**config.mk**
```make
export PLATFORM = sky130hd
export DESIGN_NAME = cm0ik_sram_arbiter_flat
export DESIGN_NICKNAME = d
export VERILOG_FILES = /design/src/rtl/cm0ik_sram_arbiter_if.sv /design/src/rtl/cm0ik_sram_arbiter.sv /design/src/flat_wrapper.sv
export SDC_FILE = /design/constraint.sdc
export NUM_CORES = 1
export LEC_CHECK = 0
export BUFFER_PORTS_ARGS = -buffer_cell sky130_fd_sc_hd__buf_2
export CAP_MARGIN = 20
export CORE_ASPECT_RATIO = 0.5
export CORE_MARGIN = 4
export CORE_UTILIZATION = 30
export CTS_CLUSTER_SIZE = 14
export DETAILED_ROUTE_END_ITERATION = 7
export PLACE_DENSITY = 0.8
export SLEW_MARGIN = 10
export SYNTH_ARGS = -nofsm -noshare
export SYNTH_HDL_FRONTEND = slang
export SYNTH_SLANG_ARGS = --single-unit
```
**constraint.sdc**
```tcl
create_clock -name HCLK -period 1.68 [get_ports HCLK]
set_clock_uncertainty 0.15 [all_clocks]
set_input_delay 0.336 -clock HCLK [delete_from_list [all_inputs] [get_ports HCLK]]
set_output_delay 0.336 -clock HCLK [all_outputs]
set_load 0.05 [all_outputs]
```
**src/rtl/cm0ik_sram_arbiter_if.sv**
```systemverilog
// SRAM arbiter bus bundle: bridge port, secondary port and the physical SRAM port.
// The slave modport is the arbiter's view; master is the surrounding system's view.
interface cm0ik_sram_arbiter_if #(
  parameter int AWIDTH = 12
);
  logic [AWIDTH-3:0] B_RAMAD;
  logic [31:0]       B_RAMWD;
  logic              B_RAMCS;
  logic [3:0]        B_RAMWE;
  logic [31:0]       B_RAMRD;

  logic              S_REQ;
  logic [AWIDTH-3:0] S_ADDR;
  logic [31:0]       S_WDATA;
  logic [3:0]        S_WE;
  logic              S_GNT;
  logic              S_RVALID;
  logic [31:0]       S_RDATA;

  logic [31:0]       RAMRD;
  logic [AWIDTH-3:0] RAMAD;
  logic [31:0]       RAMWD;
  logic              RAMCS;
  logic [3:0]        RAMWE;

  modport slave (
    input  B_RAMAD, B_RAMWD, B_RAMCS, B_RAMWE,
    input  S_REQ, S_ADDR, S_WDATA, S_WE,
    input  RAMRD,
    output B_RAMRD, S_GNT, S_RVALID, S_RDATA,
    output RAMAD, RAMWD, RAMCS, RAMWE
  );

  modport master (
    output B_RAMAD, B_RAMWD, B_RAMCS, B_RAMWE,
    output S_REQ, S_ADDR, S_WDATA, S_WE,
    output RAMRD,
    input  B_RAMRD, S_GNT, S_RVALID, S_RDATA,
    input  RAMAD, RAMWD, RAMCS, RAMWE
  );
endinterface

```
**src/rtl/cm0ik_sram_arbiter.sv**
```systemverilog
// Fixed-priority SRAM port arbiter (bridge > zero-fill engine > secondary port)
// with a zero-fill init FSM and a starvation flag for the secondary requester.
module cm0ik_sram_arbiter #(
  parameter int AWIDTH       = 12,
  parameter int STARVE_LIMIT = 16
) (
  input  logic HCLK,
  input  logic HRESETn,
  input  logic INITREQ,
  output logic INITBUSY,
  output logic INITDONE,
  output logic STARVE,
  cm0ik_sram_arbiter_if.slave bus
);

  localparam int WW = AWIDTH - 2;
  localparam int SW = $clog2(STARVE_LIMIT + 1);
  localparam logic [SW-1:0] SLIM = SW'(STARVE_LIMIT);

  typedef enum logic [1:0] {IDLE, FILL, DONE} initState_t;

  initState_t     state_q, state_d;
  logic [WW-1:0]  wordCnt_q, wordCnt_d;
  logic [SW-1:0]  starveCnt_q, starveCnt_d;
  logic           sRvalid_q, sRvalid_d;
  logic           sGnt;

  always_ff @(posedge HCLK or negedge HRESETn) begin
    if (!HRESETn) begin
      state_q     <= IDLE;
      wordCnt_q   <= '0;
      starveCnt_q <= '0;
      sRvalid_q   <= 1'b0;
    end else begin
      state_q     <= state_d;
      wordCnt_q   <= wordCnt_d;
      starveCnt_q <= starveCnt_d;
      sRvalid_q   <= sRvalid_d;
    end
  end

  // The fill only advances in cycles the bridge leaves free, so no word is skipped.
  always_comb begin
    state_d   = state_q;
    wordCnt_d = wordCnt_q;
    unique case (state_q)
      IDLE, DONE: begin
        if (INITREQ) begin
          state_d   = FILL;
          wordCnt_d = '0;
        end
      end
      FILL: begin
        if (!bus.B_RAMCS) begin
          wordCnt_d = wordCnt_q + WW'(1);
          if (wordCnt_q == {WW{1'b1}}) state_d = DONE;
        end
      end
      default: state_d = IDLE;
    endcase
  end

  assign INITBUSY = (state_q == FILL);
  assign INITDONE = (state_q == DONE);
  assign sGnt     = bus.S_REQ & ~bus.B_RAMCS & ~INITBUSY;

  always_comb begin
    bus.RAMAD = bus.B_RAMAD;
    bus.RAMWD = bus.B_RAMWD;
    bus.RAMCS = 1'b0;
    bus.RAMWE = 4'h0;
    if (bus.B_RAMCS) begin
      bus.RAMCS = 1'b1;
      bus.RAMWE = bus.B_RAMWE;
    end else if (INITBUSY) begin
      bus.RAMAD = wordCnt_q;
      bus.RAMWD = 32'h0;
      bus.RAMCS = 1'b1;
      bus.RAMWE = 4'hF;
    end else if (sGnt) begin
      bus.RAMAD = bus.S_ADDR;
      bus.RAMWD = bus.S_WDATA;
      bus.RAMCS = 1'b1;
      bus.RAMWE = bus.S_WE;
    end
  end

  // Synchronous SRAM: read data for a granted read arrives one cycle later.
  always_comb begin
    sRvalid_d   = sGnt & (bus.S_WE == 4'h0);
    starveCnt_d = starveCnt_q;
    if (!bus.S_REQ || sGnt) begin
      starveCnt_d = '0;
    end else if (starveCnt_q != SLIM) begin
      starveCnt_d = starveCnt_q + SW'(1);
    end
  end

  assign STARVE       = (starveCnt_q == SLIM);
  assign bus.S_GNT    = sGnt;
  assign bus.S_RVALID = sRvalid_q;
  assign bus.S_RDATA  = bus.RAMRD;
  assign bus.B_RAMRD  = bus.RAMRD;

endmodule

```
**src/flat_wrapper.sv**
```systemverilog
// flat-port wrapper written by rule: the top's interface ports become plain ports
module cm0ik_sram_arbiter_flat 
#(
  parameter int AWIDTH       = 12,
  parameter int STARVE_LIMIT = 16
)
  (HCLK, HRESETn, INITREQ, INITBUSY, INITDONE, STARVE, bus_B_RAMAD, bus_B_RAMWD, bus_B_RAMCS, bus_B_RAMWE, bus_S_REQ, bus_S_ADDR, bus_S_WDATA, bus_S_WE, bus_RAMRD, bus_B_RAMRD, bus_S_GNT, bus_S_RVALID, bus_S_RDATA, bus_RAMAD, bus_RAMWD, bus_RAMCS, bus_RAMWE);
  cm0ik_sram_arbiter_if #(.AWIDTH(AWIDTH)) bus_i ();
  input  logic HCLK;
  input  logic HRESETn;
  input  logic INITREQ;
  output logic INITBUSY;
  output logic INITDONE;
  output logic STARVE;
  input wire logic [$bits(bus_i.B_RAMAD)-1:0] bus_B_RAMAD;
  input wire logic [$bits(bus_i.B_RAMWD)-1:0] bus_B_RAMWD;
  input wire logic [$bits(bus_i.B_RAMCS)-1:0] bus_B_RAMCS;
  input wire logic [$bits(bus_i.B_RAMWE)-1:0] bus_B_RAMWE;
  input wire logic [$bits(bus_i.S_REQ)-1:0] bus_S_REQ;
  input wire logic [$bits(bus_i.S_ADDR)-1:0] bus_S_ADDR;
  input wire logic [$bits(bus_i.S_WDATA)-1:0] bus_S_WDATA;
  input wire logic [$bits(bus_i.S_WE)-1:0] bus_S_WE;
  input wire logic [$bits(bus_i.RAMRD)-1:0] bus_RAMRD;
  output wire logic [$bits(bus_i.B_RAMRD)-1:0] bus_B_RAMRD;
  output wire logic [$bits(bus_i.S_GNT)-1:0] bus_S_GNT;
  output wire logic [$bits(bus_i.S_RVALID)-1:0] bus_S_RVALID;
  output wire logic [$bits(bus_i.S_RDATA)-1:0] bus_S_RDATA;
  output wire logic [$bits(bus_i.RAMAD)-1:0] bus_RAMAD;
  output wire logic [$bits(bus_i.RAMWD)-1:0] bus_RAMWD;
  output wire logic [$bits(bus_i.RAMCS)-1:0] bus_RAMCS;
  output wire logic [$bits(bus_i.RAMWE)-1:0] bus_RAMWE;
  assign bus_i.B_RAMAD = bus_B_RAMAD;
  assign bus_i.B_RAMWD = bus_B_RAMWD;
  assign bus_i.B_RAMCS = bus_B_RAMCS;
  assign bus_i.B_RAMWE = bus_B_RAMWE;
  assign bus_i.S_REQ = bus_S_REQ;
  assign bus_i.S_ADDR = bus_S_ADDR;
  assign bus_i.S_WDATA = bus_S_WDATA;
  assign bus_i.S_WE = bus_S_WE;
  assign bus_i.RAMRD = bus_RAMRD;
  assign bus_B_RAMRD = bus_i.B_RAMRD;
  assign bus_S_GNT = bus_i.S_GNT;
  assign bus_S_RVALID = bus_i.S_RVALID;
  assign bus_S_RDATA = bus_i.S_RDATA;
  assign bus_RAMAD = bus_i.RAMAD;
  assign bus_RAMWD = bus_i.RAMWD;
  assign bus_RAMCS = bus_i.RAMCS;
  assign bus_RAMWE = bus_i.RAMWE;
  cm0ik_sram_arbiter #(.AWIDTH(AWIDTH), .STARVE_LIMIT(STARVE_LIMIT)) u_core (.HCLK(HCLK), .HRESETn(HRESETn), .INITREQ(INITREQ), .INITBUSY(INITBUSY), .INITDONE(INITDONE), .STARVE(STARVE), .bus(bus_i));
endmodule
```
==> impl_results.md <==
* Clk pwr share at approximately 18%
* DR vias/cell at 5.31
* Design Area, Final at just under 4000 um^2
* Grt ovf at 0
* Vias at 2428
* Post-detail-place hpwl at about 6.3 mm
* RSZ-0062 raised after global routing: true
* Ys async rst share at 100%
* Number of global-route vias before repair at around 2500
* Clk sinks at 18
* Tmin final at 2.16 ns
* Ratio of cells with drive above 1 in the final layout at 77.0%
* Pre-antenna DRT Iters at 4
* Mux share of post-synthesis cell area at roughly 2.5%
* Largest net degree at the start of global routing at 35
* Port Buffers at 148
* Compound-gate portion of the synthesized area at roughly 27%
* Drt total wl at 10.0 mm
* Relative slew slack at 70.1%
* DR WL/cell at 22.0 um
* Post-layout nets at 498
* Setup WS post-layout at -0.482 ns
* Synthesized instance count at 247
* Row count at 21
* First-pass GRT wire length at 13.4 mm
* Post-synth top area cell: buf_4
* Clock edge transition at the registers on the reported setup and hold paths at 0.06 ns
* Status: complete, but fails checks
* Sw power at 1.31 mW
* Synth top area cells: buf_4 24%, dfrtp_1 21%, a22o_1 13%
* Max Cap Viol at 0
* Gr usage total at 19.7%
* Final Cycle Share at 129%
* Initial antenna violation count at 0
* Post-synthesis sequential area ratio at 21.4%
* Post-synth EDFFs at 0
* Power Dens Cells at 780 nW/um^2
* Routed Antenna Nets at 0
* Top FF cell, synth: dfrtp_1
* Area share of and/or/nand/nor cells after synthesis at 17.3%
* Count of cell types in the netlist at 40
* Post-Synth Adder-Cell Area at 1.78%
* XOR/XNOR Fraction of Synth Area at 2.08%
* Sequential power share at 18.6%
* Worst hold path type: primary input to flip-flop
* Yosys top cell area share at a little under a quarter
* GP Congestion at 0.831
* CP Max Fanout at 19
* Largest family of logic cells by synthesized area: buffers and inverters
* Hold slack at about 0.27 ns
* Synth Warn # at 0
* Die Width at 126 um
* Mapped Nets at approximately 380
* Sw Ratio at 42.9%
* Leak at around 1.8 nW
* I/O pins at 245
* Hold path depth at 3
* Area grow syn2layout at 86.3%
* Final hold vios at 0
* Clk Latency, worst-skew pair at 0.25 ns
* Initial cell density of the core at 31.2%
* Mapped cell area at 2110 um^2
* Failing checks: negative setup slack
* Setup-failing EPs final at 58
* R2R depth at 6
* Drt drc at 0
* Num CTS Buffers at 3
* Dpl ws at -0.275 ns
* H-Tree Depth at 1
* Max-slew violations at 0
* Area of the die at between 8000 and 9000 um^2
* Critical path type: flip-flop to output pin
* Worst setup SP type: flip-flop
* Core ar. at 6750 um^2
* Worst path required time at 1.19 ns
* Mean post-synth cell area at 8.53 um^2
* Chip Height at 67.2 um
* Worst setup EP type: output pin
* Placed instance area at slightly below 3000 um^2
* Internal Power at roughly 1.7 mW
* TritonCTS clock tree: yes
* Data arrival, critical path at 1.68 ns
* DRT iter0 DRCs at between 150 and 200
* # diodes at 0
* F_max at 462 MHz
* Yosys reg bits at 18
* Worst slew pin tran at 0.442 ns
* Worst vdd ir at approximately 0.00035 V
* Comb pwr share at 63.7%
* Most common cell after layout, fill and taps aside: buf_2
* CTS root buf: clkbuf_16
* Highest-count cells in the layout ignoring fill and taps: 97 x buf_2, 47 x buf_6, 30 x buf_4, 24 x a22o_2, 17 x dfrtp_1
* CTS max path bufs at 2
## worst max-delay path, cell delays in order (launching register included)
cell,delay [ns]
dfrtp_1,0.40
nand2b_4,0.20
a21o_4,0.27
buf_12,0.17
a22o_2,0.23
buf_6,0.15
## power by group through the flow
stage	Clock, mW	Sequential, mW	Combinational, mW
floorplan	0	0.575	1.31
global placement	0	0.560	1.33
detailed placement	0	0.565	1.35
CTS	0.537	0.555	1.71
global route	0.570	0.569	2.03
finish	0.543	0.568	1.95
## state kept, by name, summed over array words and instances, names as in the netlist
signal and count:
u_core.bus.S_RVALID 1, u_core.starveCnt_q 5, u_core.state_q 2, u_core.wordCnt_q 10
## final timing paths
check | to | slack [ns] | startpoint
max | bus_RAMWD[15] | -0.48 | u_core.state_q[1]$_DFFE_PN0P_
min | u_core.state_q[1]$_DFFE_PN0P_ | 0.27 | INITREQ
max reg2reg | u_core.wordCnt_q[5]$_DFFE_PN0P_ | -0.11 | u_core.state_q[1]$_DFFE_PN0P_
min reg2reg | u_core.starveCnt_q[4]$_DFFE_PN0P_ | 0.42 | u_core.starveCnt_q[4]$_DFFE_PN0P_
max in group asynchronous | u_core.state_q[0]$_DFFE_PN0P_ | 0.64 | HRESETn
min in group asynchronous | u_core.wordCnt_q[1]$_DFFE_PN0P_ | 0.41 | HRESETn
## synthesized netlist by cell type, drive strengths merged (4+ instances only)
master,number
dfrtp,18
nor2,5
buf,73
inv,7
a31oi,9
nand3,4
a21oi,9
o2bb2ai,10
and3b,9
or4,5
nand2,11
o21ai,8
a22o,32
clkbuf,7
## logic make-up after synthesis
group	count (synthesis)
adder cells (fa/ha/maj)	3
AND/OR/NAND/NOR	54
buffers and inverters	87
multiplexers	5
flip-flops	18
XOR/XNOR	5
AO/OA/AOI/OAI	75
## stage by stage
stage | util [%] | power [mW] | setup TNS [ns] | cells
2_1_floorplan | - | 1.89 | -7.47 | 247
3_3_place_gp | 44.1 | 1.89 | -8.36 | 437
4_1_cts | 54.4 | 2.81 | -17.68 | 452
3_5_place_dp | 44.1 | 1.92 | -9.49 | 437
5_1_grt | 58.1 | 3.17 | -23.46 | 457
6_report | 58.1 | 3.06 | -21.47 | 457
## repair_timing
item / 4_1_cts / 5_1_grt
hold endpoints to repair: 18 / 0
hold buffers: 1 / 0
buffers inserted: 10 / 6
pin swaps: 6 / 14
setup endpoints to repair: 57 / 60
resized for setup: 143 / 35
cloned: 0 / 2
## final cells by class
type | instances | area (um^2)
Timing Repair Buffer | 194 | 1590
Clock buffer | 4 | 88.8
Inverter | 7 | 33.8
Fill cell | 508 | 2830
Multi-Input combinational cell | 142 | 1650
Sequential cell | 18 | 452
Tap cell | 92 | 115
## metal layers
| layer | up-vias | wire [um] | global-route usage (%) | share of wire (%) |
|---|---|---|---|---|
| li1 | 1090 | - | - | - |
| met1 | 1180 | 3460 | 20.2 | 34 |
| met2 | 110 | 5620 | 40.1 | 56 |
| met3 | 48 | 591 | 4.19 | 5.9 |
| met4 | 0 | 371 | 7.89 | 3.7 |
| met5 | - | 0 | 0 | 0 |
Power figures use the tool's default switching activity.
